## src/rtl/stopwatch_pkg.sv

```systemverilog
// Shared types and constants for the stopwatch display source.
// State encoding, digit positions and the seven-segment table.
package stopwatch_pkg;

  typedef enum logic [1:0] {
    ST_IDLE  = 2'd0,
    ST_RUN   = 2'd1,
    ST_PAUSE = 2'd2
  } state_t;

  localparam logic [2:0] POS_M1 = 3'd0;
  localparam logic [2:0] POS_M0 = 3'd1;
  localparam logic [2:0] POS_S1 = 3'd2;
  localparam logic [2:0] POS_S0 = 3'd3;
  localparam logic [2:0] POS_C1 = 3'd4;
  localparam logic [2:0] POS_C0 = 3'd5;

  localparam int SEG_A = 0;
  localparam int SEG_B = 1;
  localparam int SEG_C = 2;
  localparam int SEG_D = 3;
  localparam int SEG_E = 4;
  localparam int SEG_F = 5;
  localparam int SEG_G = 6;

  localparam logic [6:0] M_A = 7'(1 << SEG_A);
  localparam logic [6:0] M_B = 7'(1 << SEG_B);
  localparam logic [6:0] M_C = 7'(1 << SEG_C);
  localparam logic [6:0] M_D = 7'(1 << SEG_D);
  localparam logic [6:0] M_E = 7'(1 << SEG_E);
  localparam logic [6:0] M_F = 7'(1 << SEG_F);
  localparam logic [6:0] M_G = 7'(1 << SEG_G);

  localparam logic [6:0] SEG_LUT [10] = '{
    M_A | M_B | M_C | M_D | M_E | M_F,
    M_B | M_C,
    M_A | M_B | M_D | M_E | M_G,
    M_A | M_B | M_C | M_D | M_G,
    M_B | M_C | M_F | M_G,
    M_A | M_C | M_D | M_F | M_G,
    M_A | M_C | M_D | M_E | M_F | M_G,
    M_A | M_B | M_C,
    M_A | M_B | M_C | M_D | M_E | M_F | M_G,
    M_A | M_B | M_C | M_D | M_F | M_G
  };

endpackage

```

## src/rtl/stopwatch_segment_source_bcd_to_seg7.sv

```systemverilog
// BCD digit to seven-segment pattern, active-high, bit0 = a.
// Non-decimal codes render blank.
module bcd_to_seg7
  import stopwatch_pkg::*;
(
  input  logic [3:0] i_digit,
  output logic [6:0] o_seg
);

  always_comb begin
    o_seg = 7'h00;
    if (i_digit <= 4'd9)
      o_seg = SEG_LUT[i_digit];
  end

endmodule

```

## src/rtl/stopwatch_segment_source.sv

```systemverilog
// MM:SS:CC stopwatch with per-frame snapshot and a
// one-cycle-latency segment read port.
module stopwatch_segment_source
  import stopwatch_pkg::*;
#(
  parameter int CLK_HZ  = 25000000,
  parameter int TICK_HZ = 100,
  parameter int MAX_MIN = 59
) (
  input  logic       clk,
  input  logic       rst,
  input  logic       start_stop,
  input  logic       clear,
  input  logic       frame_start,
  input  logic       rd_en,
  input  logic [2:0] rd_pos,
  output logic [6:0] seg_out,
  output logic       rd_valid,
  output logic       running,
  output logic       wrap
);

  localparam int DIV = CLK_HZ / TICK_HZ;
  localparam int PW  = (DIV > 1) ? $clog2(DIV) : 1;
  localparam logic [PW-1:0] PRE_LAST = PW'(DIV - 1);
  localparam logic [3:0] MAX_M1 = 4'(MAX_MIN / 10);
  localparam logic [3:0] MAX_M0 = 4'(MAX_MIN % 10);

  state_t        r_state;
  state_t        w_state_nxt;
  logic [PW-1:0] r_pre;
  logic [3:0]    r_m1, r_m0, r_s1, r_s0, r_c1, r_c0;
  logic [3:0]    r_snap [6];
  logic [6:0]    r_seg;
  logic          r_valid;
  logic          r_wrap;
  logic          w_tick;
  logic          w_cy_c1, w_cy_s0, w_cy_s1, w_cy_m;
  logic          w_m_last;
  logic          w_roll;
  logic [3:0]    w_rd_digit;
  logic [6:0]    w_seg;

  always_ff @(posedge clk) begin
    if (rst) r_state <= ST_IDLE;
    else     r_state <= w_state_nxt;
  end

  // clear outranks a coincident start_stop
  always_comb begin
    w_state_nxt = r_state;
    if (clear) begin
      w_state_nxt = ST_IDLE;
    end else if (start_stop) begin
      case (r_state)
        ST_IDLE:  w_state_nxt = ST_RUN;
        ST_RUN:   w_state_nxt = ST_PAUSE;
        ST_PAUSE: w_state_nxt = ST_RUN;
        default:  w_state_nxt = ST_IDLE;
      endcase
    end
  end

  assign w_tick   = (r_state == ST_RUN) && (r_pre == PRE_LAST);
  assign w_cy_c1  = w_tick  && (r_c0 == 4'd9);
  assign w_cy_s0  = w_cy_c1 && (r_c1 == 4'd9);
  assign w_cy_s1  = w_cy_s0 && (r_s0 == 4'd9);
  assign w_cy_m   = w_cy_s1 && (r_s1 == 4'd5);
  assign w_m_last = (r_m1 == MAX_M1) && (r_m0 == MAX_M0);
  assign w_roll   = w_cy_m && w_m_last;

  // prescaler holds through PAUSE so no fraction is lost
  always_ff @(posedge clk) begin
    if (rst || clear)
      r_pre <= '0;
    else if (r_state == ST_RUN)
      r_pre <= w_tick ? '0 : r_pre + 1'b1;
    else if (r_state == ST_IDLE)
      r_pre <= '0;
  end

  always_ff @(posedge clk) begin
    if (rst || clear) begin
      r_c0 <= '0; r_c1 <= '0;
      r_s0 <= '0; r_s1 <= '0;
      r_m0 <= '0; r_m1 <= '0;
    end else begin
      if (w_tick)
        r_c0 <= (r_c0 == 4'd9) ? 4'd0 : r_c0 + 4'd1;
      if (w_cy_c1)
        r_c1 <= (r_c1 == 4'd9) ? 4'd0 : r_c1 + 4'd1;
      if (w_cy_s0)
        r_s0 <= (r_s0 == 4'd9) ? 4'd0 : r_s0 + 4'd1;
      if (w_cy_s1)
        r_s1 <= (r_s1 == 4'd5) ? 4'd0 : r_s1 + 4'd1;
      if (w_cy_m) begin
        if (w_m_last) begin
          r_m0 <= '0;
          r_m1 <= '0;
        end else if (r_m0 == 4'd9) begin
          r_m0 <= '0;
          r_m1 <= r_m1 + 4'd1;
        end else begin
          r_m0 <= r_m0 + 4'd1;
        end
      end
    end
  end

  always_ff @(posedge clk) begin
    if (rst) r_wrap <= 1'b0;
    else     r_wrap <= w_roll && !clear;
  end

  // copies pre-increment digits when a tick shares the edge
  always_ff @(posedge clk) begin
    if (rst) begin
      for (int i = 0; i < 6; i++) r_snap[i] <= '0;
    end else if (frame_start) begin
      r_snap[POS_M1] <= r_m1;
      r_snap[POS_M0] <= r_m0;
      r_snap[POS_S1] <= r_s1;
      r_snap[POS_S0] <= r_s0;
      r_snap[POS_C1] <= r_c1;
      r_snap[POS_C0] <= r_c0;
    end
  end

  always_comb begin
    w_rd_digit = 4'hF;
    case (rd_pos)
      POS_M1:  w_rd_digit = r_snap[POS_M1];
      POS_M0:  w_rd_digit = r_snap[POS_M0];
      POS_S1:  w_rd_digit = r_snap[POS_S1];
      POS_S0:  w_rd_digit = r_snap[POS_S0];
      POS_C1:  w_rd_digit = r_snap[POS_C1];
      POS_C0:  w_rd_digit = r_snap[POS_C0];
      default: w_rd_digit = 4'hF;
    endcase
  end

  bcd_to_seg7 u_seg (
    .i_digit (w_rd_digit),
    .o_seg   (w_seg)
  );

  always_ff @(posedge clk) begin
    if (rst) begin
      r_seg   <= 7'h00;
      r_valid <= 1'b0;
    end else begin
      r_valid <= rd_en;
      r_seg   <= rd_en ? w_seg : 7'h00;
    end
  end

  assign seg_out  = r_seg;
  assign rd_valid = r_valid;
  assign running  = (r_state == ST_RUN);
  assign wrap     = r_wrap;

endmodule

```

## config.mk

```make
export PLATFORM = sky130hd
export DESIGN_NAME = stopwatch_segment_source
export DESIGN_NICKNAME = d
export VERILOG_FILES = /design/src/rtl/stopwatch_pkg.sv /design/src/rtl/stopwatch_segment_source_bcd_to_seg7.sv /design/src/rtl/stopwatch_segment_source.sv
export SDC_FILE = /design/constraint.sdc
export NUM_CORES = 1
export LEC_CHECK = 0
export BUFFER_PORTS_ARGS = -buffer_cell sky130_fd_sc_hd__clkbuf_2
export CORE_MARGIN = 5
export CORE_UTILIZATION = 30
export DETAILED_ROUTE_END_ITERATION = 16
export PLACE_DENSITY = 0.42
export SYNTH_ARGS = -nofsm -noshare
export SYNTH_HDL_FRONTEND = slang
export SYNTH_HIERARCHICAL = 1
export SYNTH_SLANG_ARGS = --single-unit
```

## constraint.sdc

```tcl
create_clock -name clk -period 3.74 [get_ports clk]
set_clock_uncertainty 0.15 [all_clocks]
set_input_delay 0.374 -clock clk [delete_from_list [all_inputs] [get_ports clk]]
set_output_delay 0.374 -clock clk [all_outputs]
set_load 0.02 [all_outputs]
```

==> impl_metrics.ini, run 1 <==
[status]
status = complete, no violations

[worst_setup_path]
cp_data_arrival_time_ns = 2.64
worstPathRequired_ns = 3.82
max_stage_delay_ns = 0.69
cp_cell_sequence = ha_1 > nand3_2 > or4_1 > nor3_4 > nand2_1 > mux2i_1
start_kind = register
crit_buf_inv = 0
cp_max_fo = 8
slowest_stage = or4_1
cp-end-kind = register
crit_type = register to register
critical-path-top-delay-family = simple AND/OR/NAND/NOR gates

[placed_design]
numPortBuffers = 18
dp_hpwl_um = 6340
gp_congestion = 0.778

[timing]
max_slew_margin = 0.283
finalCriticalPeriod_ns = 2.56
fin_setup_tns_ns = 0
rsz0062_at_grt = no
hold_violations = 0
fin_crit_sh = 0.685
hold_slack_ns = 0.169
maxSlewViolCount = 0
fmax_ghz = 0.390
setup_viol = 0
tightest_slew_ns = 1.07

[global_route]
grt_max_degree = 28
grt_usage = 0.120
antenna_found_initial = 0
grt_overflow_total = 0
first_global_vias = 2983
grt_pass1_wl_um = 15200

[logic_synthesis]
synthArstFlopShare = 0
yosysSeqAreaShare = 0.452
yosys_warnings = 6
synth_area_um2 = 3940
postSynthCellCount = 413
syn_avg_cell_area_um2 = 9.55
synth_nets = 431
synth_cell_types = 60
synth_edf_count = 24
yosys_most_used_dff = dfxtp_1
ys_seq_elements = 77

[routing]
ant_nets = 0
routed_wirelength_um = 8980
drtPass1Iterations = 6
post-route-drc-count = 0
vias = 2983
routedWlPerCell_um = 14.8
drt_iter0_markers = 143
via_per_inst = 4.91

[pwr]
ir_drop_mv = 0.228
combPwrFrac = 0.061
pwr-share-seq = 0.473
clkPwrFrac = 0.466
power.internal_mw = 1.44
swShare = 0.231
power_density_nw_per_um2 = 416
p_switching_uw = 432
p_leak_nw = 1.61

[clock_tree]
h-tree-depth = 3
cts_tree = done
cts.path.max_buffers = 2
cts_resized = 0
clkTransAtPathRegs_ns = 0.06
clockRootBuffer = clkbuf_16
cts_setup_buffers = 0
clk_latency_ns = 0.34
clkSinkCount = 77
ctsHoldBuffers = 0
cts_inserted_buffers = 9

[floorplan]
die_h_um = 125
start_util = 0.309
core_area_um2 = 12800
die-area_um2 = 15500
rows = 41
die_x_um = 125
ios = 19

[hold_path]
min_path_type = input port to register

[cells_and_area]
nFillCells = 1315
nets = 448
syn_to_final_growth_pct = 14.2
layout-drive-gt1-share = 0.120
n_antenna_cell = 0

[run]
max-cap-violations = 0
-- per-stage QoR --
stage | total power, mW | area (um2) | utilization | instances | setup WS, ns
3_5_place_dp | 1.02 | 4210 | 0.329 | 591 | 0.989
4_1_cts | 1.91 | 4500 | 0.352 | 607 | 1.12
6_report | 1.87 | 4500 | 0.352 | 607 | 1.18
3_3_place_gp | 1.02 | 4210 | 0.329 | 591 | 1.03
2_1_floorplan | 0.986 | 3940 | - | 413 | 1.13
5_1_grt | 1.96 | 4500 | 0.352 | 607 | 0.992
-- kinds of logic (layout without fill, tap and decap cells) --
group | Yosys count | count (layout) | share of synthesized area
XOR/XNOR | 9 | 9 | 0.0200
adder cells (fa/ha/maj) | 9 | 9 | 0.0286
multiplexers | 18 | 18 | 0.0527
AND/OR/NAND/NOR | 201 | 201 | 0.301
buffers and inverters | 28 | 50 | 0.0292
flip-flops | 77 | 77 | 0.452
AO/OA/AOI/OAI | 71 | 71 | 0.116
-- synthesized netlist by cell type (8+ instances only) --
master	count	area share
edfxtp_1	24	0.18
or3_1	12	0.019
or4_1	8	0.015
and2_1	33	0.052
mux2i_1	14	0.036
inv_1	12	0.011
nand3_1	19	0.024
o311ai_0	9	0.020
a21oi_1	17	0.022
ha_1	9	0.029
clkbuf_1	12	0.011
o21ai_0	16	0.020
nand2_1	39	0.037
nor2_1	25	0.024
nor2b_1	9	0.014
dfxtp_1	53	0.27
-- power by group through the flow --
stage | sequential [mW] | clock (mW) | combinational (mW)
2_1_floorplan | 0.908 | 0 | 0.0780
3_3_place_gp | 0.904 | 0 | 0.116
3_5_place_dp | 0.903 | 0 | 0.116
4_1_cts | 0.885 | 0.903 | 0.117
5_1_grt | 0.886 | 0.941 | 0.129
6_report | 0.885 | 0.872 | 0.115
-- registers in the layout (all words and copies together), names as in the netlist --
signal    cells
r_snap       24
r_m0          4
wrap          1
r_c1          4
r_s1          4
r_c0          4
r_s0          4
seg_out       7
r_pre        18
r_state       2
rd_valid      1
r_m1          4
-- worst reg2reg max path, stage by stage, from the launching register on --
cell,delay [ns]
dfxtp_1,0.39
ha_1,0.24
nand3_2,0.18
or4_1,0.69
nor3_4,0.45
nand2_1,0.20
mux2i_1,0.15
-- cell usage in the layout (no fill, tap or decap), drive strengths merged, types with 3 or more instances in the layout --
| cell | instances |
|---|---|
| dfxtp | 53 |
| nand2 | 39 |
| and2 | 34 |
| clkbuf | 28 |
| nor2 | 25 |
| edfxtp | 24 |
| nand3 | 20 |
| o21ai | 18 |
| a21oi | 17 |
| mux2i | 14 |
| inv | 13 |
| or3 | 12 |
| nor2b | 9 |
| ha | 9 |
| o311ai | 9 |
| or4 | 8 |
| nor3 | 7 |
| nand2b | 6 |
| xnor2 | 6 |
| nand4 | 6 |
| a31oi | 6 |
| nand3b | 6 |
| nand4bb | 4 |
| o211ai | 4 |
| and3 | 4 |
| buf | 4 |
| or2 | 4 |
| xor2 | 3 |
| and3b | 3 |
| nor4 | 3 |
-- layout make-up --
class / instances / area (um2) / area share
clock buffer: 10 / 229 / 0.0509
clock inverter: 6 / 63.8 / 0.0142
inverter: 12 / 45.0 / 0.0100
multi-input combinational: 308 / 2050 / 0.455
sequential: 77 / 1780 / 0.396
tap: 172 / 215 / 0.0478
timing repair buffer: 22 / 120 / 0.0267
-- worst paths after layout --
check,start,end,slack (ns),cells after the start
worst max register to register,r_pre[0]$_SDFFE_PP0P_,r_m1[0]$_SDFFE_PP0P_,1.18,6
worst min register to register,r_s1[3]$_SDFFE_PP0P_,r_s1[3]$_SDFFE_PP0P_,0.35,2
worst min-delay path,start_stop,r_state[1]$_SDFFE_PP0P_,0.17,3
worst max-delay path,r_pre[0]$_SDFFE_PP0P_,r_m1[0]$_SDFFE_PP0P_,1.18,6
-- per-layer routing --
metal  vias to the layer above  wire (um)  GRT usage
met2                        38       4220      0.196
li1                       1543          -          -
met1                      1395       4340      0.151
met4                         0        135     0.0374
met3                         7        287     0.0399
met5                         -          0          0
(Power assumes the default switching activity.)
==> inputs of run 2 (changes only) <==
Clock period 3.74 ns to 2.4 ns, I/O delays scaled along.
==> run 2 against run 1 <==
Compared with the run above: total power increased by 68%; combinational power increased by 77%; critical path depth increased by 1; worst hold slack got worse by 0.14 ns; routed wire length increased by 1.5%; highest routed layer unchanged.
==> impl_metrics.ini, run 2 (synthesized netlist as in run 1, its figures left out) <==
[worst_setup_path]
cp-end-kind = register
rr_startpoint = r_pre[1]$_SDFFE_PP0P_
startpoint = r_pre[1]$_SDFFE_PP0P_
cp_max_fo = 8
cp_data_arrival_time_ns = 2.35
crit_type = register to register
worstPathRequired_ns = 2.47
start_kind = register

[timing]
setup_viol = 0
hold_violations = 0
hold_slack_ns = 0.0314
tightest_slew_ns = 1.00
fin_setup_tns_ns = 0
finalCriticalPeriod_ns = 2.28
maxSlewViolCount = 0
rsz0062_at_grt = no
fin_crit_sh = 0.950
max_slew_margin = 0.329
fmax_ghz = 0.439

[routing]
routed_wirelength_um = 9120
post-route-drc-count = 0
drt_iter0_markers = 117
drtPass1Iterations = 4
routedWlPerCell_um = 14.1
ant_nets = 0
vias = 3146
via_per_inst = 4.87

[pwr]
power_density_nw_per_um2 = 646
ir_drop_mv = 0.262
total_power_mw = 3.15
p_leak_nw = 1.83

[global_route]
first_global_vias = 3148
antenna_found_initial = 0
grt_max_degree = 25
grt_usage = 0.124
grt_pass1_wl_um = 15700
grt_overflow_total = 0

[clock_tree]
clockRootBuffer = clkbuf_16
cts_tree = done
cts_setup_buffers = 0
ctsHoldBuffers = 0
cts.path.max_buffers = 2
clk_latency_ns = 0.34
h-tree-depth = 3
cts_inserted_buffers = 9
clkSinkCount = 77
clkTransAtPathRegs_ns = 0.06

[placed_design]
dp_hpwl_um = 6790
numPortBuffers = 18
dp.cells = 630
gp_congestion = 0.790
place_area_um2 = 4530

[floorplan]
rows = 41
ios = 19
die-area_um2 = 15500
start_util = 0.309
die_x_um = 125
core_area_um2 = 12800
die_h_um = 125

[cells_and_area]
multi_input_area_um2 = 2060
most-common-layout-cells = dfxtp_1 (53), buf_4 (41), nand2_1 (39)
final_common_cell = dfxtp_1
design_area_um2 = 4880
largest_reg_flops = 24
layout-drive-gt1-share = 0.194
n_antenna_cell = 0
largest_register = r_snap
nets = 487
fin_cells = 646
syn_to_final_growth_pct = 23.8
nFillCells = 1286
register_area_um2 = 1780

[hold_path]
min_path_type = input port to register
min_from = start_stop

[status]
status = complete, no violations

[run]
max-cap-violations = 0
## run 2: layer usage
| layer | vias to the layer above | GRT usage | wire length (um) |
|---|---|---|---|
| li1 | 1619 | - | - |
| met1 | 1489 | 0.156 | 4290 |
| met2 | 26 | 0.204 | 4420 |
| met3 | 12 | 0.0227 | 219 |
| met4 | 0 | 0.0587 | 185 |
| met5 | - | 0 | 0 |
## run 2: final cells by class
cell class,instances,share of cell area
inverter,12,0.00923
sequential,77,0.365
multi-input combinational,308,0.421
clock inverter,4,0.0200
tap,172,0.0441
clock buffer,12,0.0505
timing repair buffer,61,0.0897
## run 2: worst paths after layout
check                            endpoint  slack (ns)  depth (start not counted)
setup / recovery     r_m1[0]$_SDFFE_PP0P_        0.12                          7
hold / removal    r_state[0]$_SDFFE_PP0P_        0.03                          3
setup reg to reg     r_m1[0]$_SDFFE_PP0P_        0.12                          7
hold reg to reg      r_s1[3]$_SDFFE_PP0P_        0.35                          2
## run 2: where the power goes
group,switching (mW),internal [mW]
Sequential,0.00988,1.37
Clock,0.525,1.04
Combinational,0.115,0.0889
## run 2: repair_timing
item                                    in CTS  in global routing
endpoints found under the setup margin       0                  2
hold endpoints to repair                     0                  0
gates resized for setup                      0                  2
## run 2: through the flow
stage / utilization / setup WS (ns)
5_1_grt: 0.382 / 0.00151
6_report: 0.382 / 0.121
4_1_cts: 0.381 / 0.0744
2_1_floorplan: - / 0.0291
3_5_place_dp: 0.354 / 0.00818
3_3_place_gp: 0.354 / 0.0538
## run 2: worst max-delay path, stage by stage, from the launching register on
cell     delay [ns]
dfxtp_1        0.33
ha_1           0.19
nand3_2        0.14
or4_1          0.67
nor3_4         0.27
buf_12         0.15
nand2_1        0.12
mux2i_1        0.15
